===== config.mk =====
export PLATFORM = sky130hd
export DESIGN_NAME = ram_stream_reader
export DESIGN_NICKNAME = d
export VERILOG_FILES = /design/src/rtl/ram_stream_reader_pkg.sv /design/src/rtl/stream_fifo2.sv /design/src/rtl/ram_stream_reader.sv
export SDC_FILE = /design/constraint.sdc
export NUM_CORES = 1
export LEC_CHECK = 0
export CAP_MARGIN = 25
export CORE_MARGIN = 3
export CORE_UTILIZATION = 51
export DETAILED_ROUTE_END_ITERATION = 12
export PLACE_DENSITY = 0.94
export SLEW_MARGIN = 10
export SYNTH_ARGS = -nofsm -noshare
export SYNTH_HDL_FRONTEND = slang
export SYNTH_SLANG_ARGS = --single-unit

===== constraint.sdc =====
create_clock -name clka -period 5.3 [get_ports clka]
set_input_delay 1.06 -clock clka [delete_from_list [all_inputs] [get_ports clka]]
set_output_delay 1.06 -clock clka [all_outputs]
set_load 0.02 [all_outputs]

===== src/rtl/ram_stream_reader_pkg.sv =====
// Shared sizing, FIFO depth and FSM encoding for the RAM-to-stream reader.
`ifndef ADDR_SIZE
`define ADDR_SIZE 5
`endif
`ifndef DATA_WIDTH
`define DATA_WIDTH 16
`endif
`ifndef MEM_LENGTH
`define MEM_LENGTH 24
`endif

package ram_stream_reader_pkg;
  localparam int ADDR_SIZE  = `ADDR_SIZE;
  localparam int DATA_WIDTH = `DATA_WIDTH;
  localparam int MEM_LENGTH = `MEM_LENGTH;
  localparam int FIFO_DEPTH = 2;

  typedef enum logic [1:0] {
    IDLE  = 2'd0,
    RUN   = 2'd1,
    DRAIN = 2'd2
  } state_t;
endpackage


===== src/rtl/stream_fifo2.sv =====
// Two-entry skid FIFO holding RAM returns until the stream sink accepts them.
module stream_fifo2 #(
  parameter int WIDTH = 8
) (
  input  logic             clka,
  input  logic             rst_n,
  input  logic             push,
  input  logic [WIDTH-1:0] din,
  input  logic             pop,
  output logic [WIDTH-1:0] dout,
  output logic [1:0]       count,
  output logic             empty,
  output logic             full
);
  logic [WIDTH-1:0] mem [2];
  logic             wr_ptr;
  logic             rd_ptr;
  logic             do_push;
  logic             do_pop;

  assign empty   = (count == 2'd0);
  assign full    = (count == 2'd2);
  assign do_push = push && !full;
  assign do_pop  = pop && !empty;
  assign dout    = mem[rd_ptr];

  always_ff @(posedge clka or negedge rst_n) begin
    if (!rst_n) begin
      wr_ptr <= 1'b0;
      rd_ptr <= 1'b0;
      count  <= 2'd0;
    end else begin
      if (do_push) wr_ptr <= ~wr_ptr;
      if (do_pop)  rd_ptr <= ~rd_ptr;
      case ({do_push, do_pop})
        2'b10:   count <= count + 2'd1;
        2'b01:   count <= count - 2'd1;
        default: count <= count;
      endcase
    end
  end

  // Storage carries no reset; the head is gated by empty at the top level.
  always_ff @(posedge clka) begin
    if (do_push) mem[wr_ptr] <= din;
  end
endmodule


===== src/rtl/ram_stream_reader.sv =====
// Reads len consecutive words (wrapping at MEM_LENGTH) from a single-port RAM
// and streams them out with valid/ready, throttling reads to the FIFO space.
module ram_stream_reader
  import ram_stream_reader_pkg::*;
#(
  parameter int ADDR_SIZE  = `ADDR_SIZE,
  parameter int DATA_WIDTH = `DATA_WIDTH,
  parameter int MEM_LENGTH = `MEM_LENGTH,
  parameter int FIFO_DEPTH = 2
) (
  input  logic                  clka,
  input  logic                  rst_n,
  input  logic                  start,
  input  logic [ADDR_SIZE-1:0]  base_addr,
  input  logic [ADDR_SIZE:0]    len,
  output logic                  busy,
  output logic                  done,
  output logic                  ram_ena,
  output logic                  ram_wea,
  output logic [ADDR_SIZE-1:0]  ram_addra,
  output logic [DATA_WIDTH-1:0] ram_dina,
  input  logic [DATA_WIDTH-1:0] ram_douta,
  output logic                  m_valid,
  input  logic                  m_ready,
  output logic [DATA_WIDTH-1:0] m_data,
  output logic                  m_last
);
  localparam logic [2:0]           DEPTH     = 3'(FIFO_DEPTH);
  localparam logic [ADDR_SIZE-1:0] LAST_ADDR = ADDR_SIZE'(MEM_LENGTH - 1);
  localparam logic [ADDR_SIZE:0]   ONE_LEFT  = (ADDR_SIZE + 1)'(1);

  state_t                state;
  state_t                state_next;
  logic [ADDR_SIZE-1:0]  addr;
  logic [ADDR_SIZE:0]    remaining;
  logic                  issue;
  logic                  vld_p1;
  logic                  last_p1;
  logic                  done_q;
  logic                  fifo_pop;
  logic                  fifo_empty;
  logic                  fifo_full;
  logic [1:0]            fifo_count;
  logic [DATA_WIDTH:0]   fifo_dout;
  logic [2:0]            occupancy;
  logic                  head_last;

  // Words already owned by the FIFO after this cycle: stored + inflight - leaving.
  assign fifo_pop  = !fifo_empty && m_ready;
  assign occupancy = {1'b0, fifo_count} + {2'b00, vld_p1} - {2'b00, fifo_pop};
  assign head_last = fifo_dout[DATA_WIDTH];

  always_comb begin
    state_next = state;
    issue      = 1'b0;
    case (state)
      IDLE:  if (start && (len != '0)) state_next = RUN;
      RUN: begin
        issue = (occupancy < DEPTH) && !(fifo_full && !fifo_pop);
        if (issue && (remaining == ONE_LEFT)) state_next = DRAIN;
      end
      DRAIN: if (fifo_pop && head_last) state_next = IDLE;
      default: state_next = IDLE;
    endcase
  end

  // Stage p0 -> p1: read issued this cycle, its data arrives next cycle.
  always_ff @(posedge clka or negedge rst_n) begin
    if (!rst_n) begin
      state     <= IDLE;
      addr      <= '0;
      remaining <= '0;
      vld_p1    <= 1'b0;
      last_p1   <= 1'b0;
      done_q    <= 1'b0;
    end else begin
      state   <= state_next;
      vld_p1  <= issue;
      last_p1 <= issue && (remaining == ONE_LEFT);
      done_q  <= ((state == IDLE) && start && (len == '0)) ||
                 ((state == DRAIN) && fifo_pop && head_last);
      if ((state == IDLE) && start) begin
        addr      <= base_addr;
        remaining <= len;
      end else if (issue) begin
        addr      <= (addr == LAST_ADDR) ? '0 : addr + 1'b1;
        remaining <= remaining - 1'b1;
      end
    end
  end

  stream_fifo2 #(
    .WIDTH(DATA_WIDTH + 1)
  ) u_fifo (
    .clka  (clka),
    .rst_n (rst_n),
    .push  (vld_p1),
    .din   ({last_p1, ram_douta}),
    .pop   (fifo_pop),
    .dout  (fifo_dout),
    .count (fifo_count),
    .empty (fifo_empty),
    .full  (fifo_full)
  );

  assign busy      = (state != IDLE);
  assign done      = done_q;
  assign ram_ena   = issue;
  assign ram_wea   = 1'b0;
  assign ram_addra = addr;
  assign ram_dina  = '0;
  assign m_valid   = !fifo_empty;
  assign m_data    = fifo_empty ? '0 : fifo_dout[DATA_WIDTH-1:0];
  assign m_last    = !fifo_empty && head_last;
endmodule


Yosys cells after proc, flatten, opt, wreduce, memory -nomap -nowiden
Memories as Yosys holds them, arrays and structs flattened. Index checks and enable logic that the tools add are counted.

Magnitude comparators: 1. $mul: 0. Add/subtract/negate cells: 6. Div/mod/pow operators: 0. Shift-type cells: 0. Bitwise logic cells: 2. Reductions and logical operators: 27. Equal/unequal tests: 10. Multiplexer cells: 14.

Operators by type and width (count): $mux 16 (1); $mux 5 (3); $logic_and 1x1->1 (14); $mux 6 (2); $eq 2x2->1 const B (3); $eq 6x1->1 const B (1); $logic_not 6->1 (1); $mux 2 (3); $ne 2x2->1 const B (3); $pmux 2 s3 (1); $reduce_bool 2->1 (3); $reduce_bool 6->1 (1); $sub 6x1->6 const B (1); $add 5x1->5 const B (1); $eq 5x5->1 const B (1); $eq 2x1->1 const B (2); $logic_not 1->1 (4); $logic_not 2->1 (2); $pmux 2 s2 (1); $add 2x1->3 (1); $lt 3x2->1 const B (1); $mux 1 (3); $reduce_and 3->1 (1); $sub 3x1->3 (1); other kinds (4) (5).

Logic and storage cells: 70. RAM bits: 34. Memories kept: 1. Memory bits (read-only): 0. Output and inout bits: 43. Bits in registers: 20. Bits in latches: 0. Input bits: 31.

Memory list: u_fifo.mem (words 2, width 17, read ports 1, clocked after Yosys merged registers in 0, write ports 1, RTL line stream_fifo2.sv:15) `logic [WIDTH-1:0] mem [2];`.

Longest topological paths before layout
Depth in word-level cells: 10. Depth in mapped cells: 11. Depth with buffers taken out: 10.

Cells and area by module
From an unflattened synthesis, not the netlist that was laid out.

Cell total of the unflattened synthesis: 212. Area total of the unflattened synthesis: 2717.6 um2.

Modules (own cells, without submodules): stream_fifo2 (cells an instance 71, times used 1, area an instance 1473.9 um2, seq. area each 1121.1 um2); ram_stream_reader (cells an instance 141, times used 1, area an instance 1243.7 um2, seq. area each 400.4 um2).

Worst setup path before layout
Ideal clock, no wire load.

Path type: input -> output. From: input m_ready. To: output ram_ena. Path buffers: 0. Required time: 4240 ps. Arrival time: 2655 ps. Stages on the path: 8. Path slack: 1585 ps. Cells stage by stage: o21ai_0 > inv_1 > ha_1 > nand2b_1 > fa_1 > and3b_1 > o21ai_2 > inv_2.

Longest elaborated chain between the ends: 6. Elaborated cells between the ends (all ways): 8. Classes of those cells: add/sub: 1; order compare: 1; mux: 1; reduce/logical: 5.

Ends and longest elaborated chain: start, declared (RTL line ram_stream_reader.sv:24) `input logic m_ready,`; $logic_and 1x1->1 * (RTL line ram_stream_reader.sv:49) `assign fifo_pop = !fifo_empty && m_ready;`; branches (longest 3 deep; another with $sub 3x1->3); $logic_and 1x1->1 * (RTL line ram_stream_reader.sv:59) `issue = (occupancy < DEPTH) && !(fifo_full && !fifo_pop);`; $mux 1 * (RTL line ram_stream_reader.sv:56) `case (state)`; end, declared (RTL line ram_stream_reader.sv:18) `output logic ram_ena,`.

Every way passes the cells marked *.

Worst setup path after layout
Ends and elaborated chain as after synthesis.

==> impl_metrics.py <==
metrics = {
    "outcome": {
        "status": "finished clean",
    },
    "clocking": {
        "cts_setup_buffers": 0,
        "cts.sinks": 54,
        "htreeDepth": 2,
        "cts_resized": 0,
        "cts_tree": "yes",
        "insertion_delay_ns": 0.31,
        "cts-buffers-inserted": 5,
        "cts_buffer_depth": 2,
        "root_buffer": "clkbuf_8",
        "clk_transition_reported_paths_ns": 0.10,
        "hold_buffers": 0,
    },
    "timing": {
        "slew_viol_final": 0,
        "setup_violations": 0,
        "max_freq_ghz": 0.203,
        "period_share": 0.930,
        "setup-tns-final_ns": 0,
        "slew_headroom": 0.363,
        "fin_crit_ns": 4.93,
        "hold_viol": 0,
        "rsz0062_at_grt": "false",
        "worst_pin_slew_ns": 0.956,
        "finalClockSkew_ns": 0.0133,
    },
    "yosys": {
        "netlist-cell-type-count": 39,
        "ys.flop_type": "edfxtp_1",
        "synth_area_um2": 2550,
        "ys_top_cells_by_area": "edfxtp_1, dfrtp_1, mux2i_1, buf_4, nor2_1",
        "syn_inst": 215,
        "synth_xor_area_frac": 0.0206,
        "yosysWarnings": 0,
        "synth_edf_count": 34,
        "synth-seq-cells": 54,
        "async_flop_share": 0.370,
        "yosys-mux-area-fraction": 0.0706,
        "synth_top_area_share": 0.400,
        "yosysTopAreaCell": "edfxtp_1",
        "synth_top_family_by_area": "simple AND/OR/NAND/NOR gates",
        "avgSynthCellArea_um2": 11.9,
        "synth_compound_area_frac": 0.0603,
        "synth_seq_area_share": 0.596,
        "yosys.area_share.adder": 0.0324,
        "synth-simple-area-share": 0.141,
    },
    "floorplan": {
        "dieArea_um2": 5890,
        "rows": 25,
        "core-area_um2": 4790,
        "pin_count": 74,
        "start_util": 0.533,
        "die_w_um": 76.7,
        "dieHeight_um": 76.7,
    },
    "routing": {
        "routedWlPerCell_um": 14.8,
        "drtAntennaViolNets": 0,
        "viasPerCell": 5.15,
        "totalWireLength_mm": 5.10,
        "via_count": 1771,
        "first_iter_violations": 184,
        "drt-pass1-iter-count": 4,
        "drc": 0,
    },
    "cells_and_area": {
        "most-common-layout-cells": "clkdlybuf4s50_1, edfxtp_1, nor2_1",
        "final_common_cell": "clkdlybuf4s50_1",
        "stdcell_count": 344,
        "n_antenna_cell": 0,
        "drive_gt1_frac": 0.0686,
        "fin_nets": 313,
        "area_growth_syn_to_layout_pct": 27.7,
    },
    "global_routing": {
        "grt.met2_usage": 0.350,
        "grt_max_degree": 21,
        "grtUsageMet1": 0.198,
        "track_usage": 0.184,
        "antenna_found_initial": 0,
        "overflow": 0,
        "busiest_layer": "met2",
        "grt_pass1_wl_mm": 8.45,
        "first_global_vias": 1771,
        "met3_usage": 0.0387,
    },
    "worst_setup_path": {
        "endpoint_kind": "primary output",
        "path_max_fanout": 10,
        "start_kind": "primary input",
        "path_class": "in2out",
        "required_ns": 4.24,
        "cp.arrival_ns": 3.87,
    },
    "pwr": {
        "peakVddDrop_mv": 0.301,
        "p_per_area_nw_per_um2": 547,
        "leakage_nw": 1.30,
    },
    "placement": {
        "gp_congestion": 0.869,
        "port-buffer-count": 56,
        "place_inst": 335,
        "dpl.hpwl_mm": 3.61,
    },
    "worst_hold_path": {
        "min_path_type": "reg2reg",
    },
    "run": {
        "drv_cap": 0,
    },
}
==> per-layer routing <==
metal | wire (um) | share of wire
met3 | 256 | 0.050
met4 | 98 | 0.019
met2 | 2850 | 0.56
met5 | 0 | 0
met1 | 1890 | 0.37
==> stage by stage <==
stage	util	power (W)	area, um^2	setup WS, ns	hold WS, ns
after CTS	0.677	0.00179	3240	0.356	0.464
after global routing	0.681	0.00189	3260	0.189	0.463
final	0.681	0.00178	3260	0.372	0.463
after floorplan	-	0.00118	2610	1.58	0.420
after detailed placement	0.653	0.00150	3130	0.388	0.446
after global placement	0.653	0.00147	3130	0.477	0.427
==> critical path, cell delays in order <==
cell             delay [ns]
clkdlybuf4s50_1        0.45
o21ai_0                0.21
inv_1                  0.13
ha_1                   0.29
nand2b_1               0.17
fa_1                   0.52
and3b_1                0.17
o21ai_2                0.07
inv_2                  0.16
clkdlybuf4s50_1        0.64
==> cells by family (layout without fill, tap and decap cells) <==
logic type | Yosys count | in the layout
adder cells (fa/ha/maj) | 6 | 6
flip-flops | 54 | 54
AO/OA/AOI/OAI | 24 | 24
multiplexers | 18 | 18
XOR/XNOR | 6 | 6
AND/OR/NAND/NOR | 74 | 74
buffers and inverters | 32 | 78
other | 1 | 17
==> state kept, by name, summed over array words and instances (netlist names) <==
name           cells
u_fifo.mem        34
u_fifo.count       2
vld_p1             1
done               1
u_fifo.wr_ptr      1
ram_addra          5
state              2
u_fifo.rd_ptr      1
remaining          6
last_p1            1
==> synth_stat cells (3+ instances only) <==
library cell,count
edfxtp_1,34
nor2_1,32
dfrtp_1,20
buf_4,18
mux2i_1,18
nand2_1,10
nand3_1,8
inv_1,7
o21ai_0,7
nor3_1,6
xnor2_1,6
a21oi_1,5
ha_1,5
or3_1,4
a31oi_1,3
clkbuf_1,3
nor3b_1,3
==> worst paths after layout <==
kind / from / cells after the start / endpoint / slack (ns)
setup reg to reg: u_fifo.count[1] / 10 / ram_addra[4] / 2.14
max in group asynchronous: rst_n / 2 / vld_p1 / 3.87
setup / recovery: m_ready / 10 / ram_ena / 0.37
min in group asynchronous: rst_n / 1 / remaining[0] / 1.00
hold / removal: last_p1 / 0 / u_fifo.mem[1][16] / 0.46
hold reg to reg: last_p1 / 0 / u_fifo.mem[1][16] / 0.46
==> area by class of cell <==
class / instances / area, um^2
multi-input cells: 145 / 892
clock inverters: 3 / 47.5
well taps: 67 / 83.8
fillers: 330 / 1530
repair buffers: 62 / 613
flip-flops and latches: 54 / 1520
inverters: 8 / 30.0
clock buffers: 5 / 68.8
==> report_power, final <==
part | switching [W] | total, W | internal, W
combinational | 0.000442 | 0.000834 | 0.000392
clock | 0.000134 | 0.000277 | 0.000143
sequential | 0.000115 | 0.000669 | 0.000553
total | 0.000691 | 0.00178 | 0.00109
No activity file was read; power rests on OpenSTA's default activity.
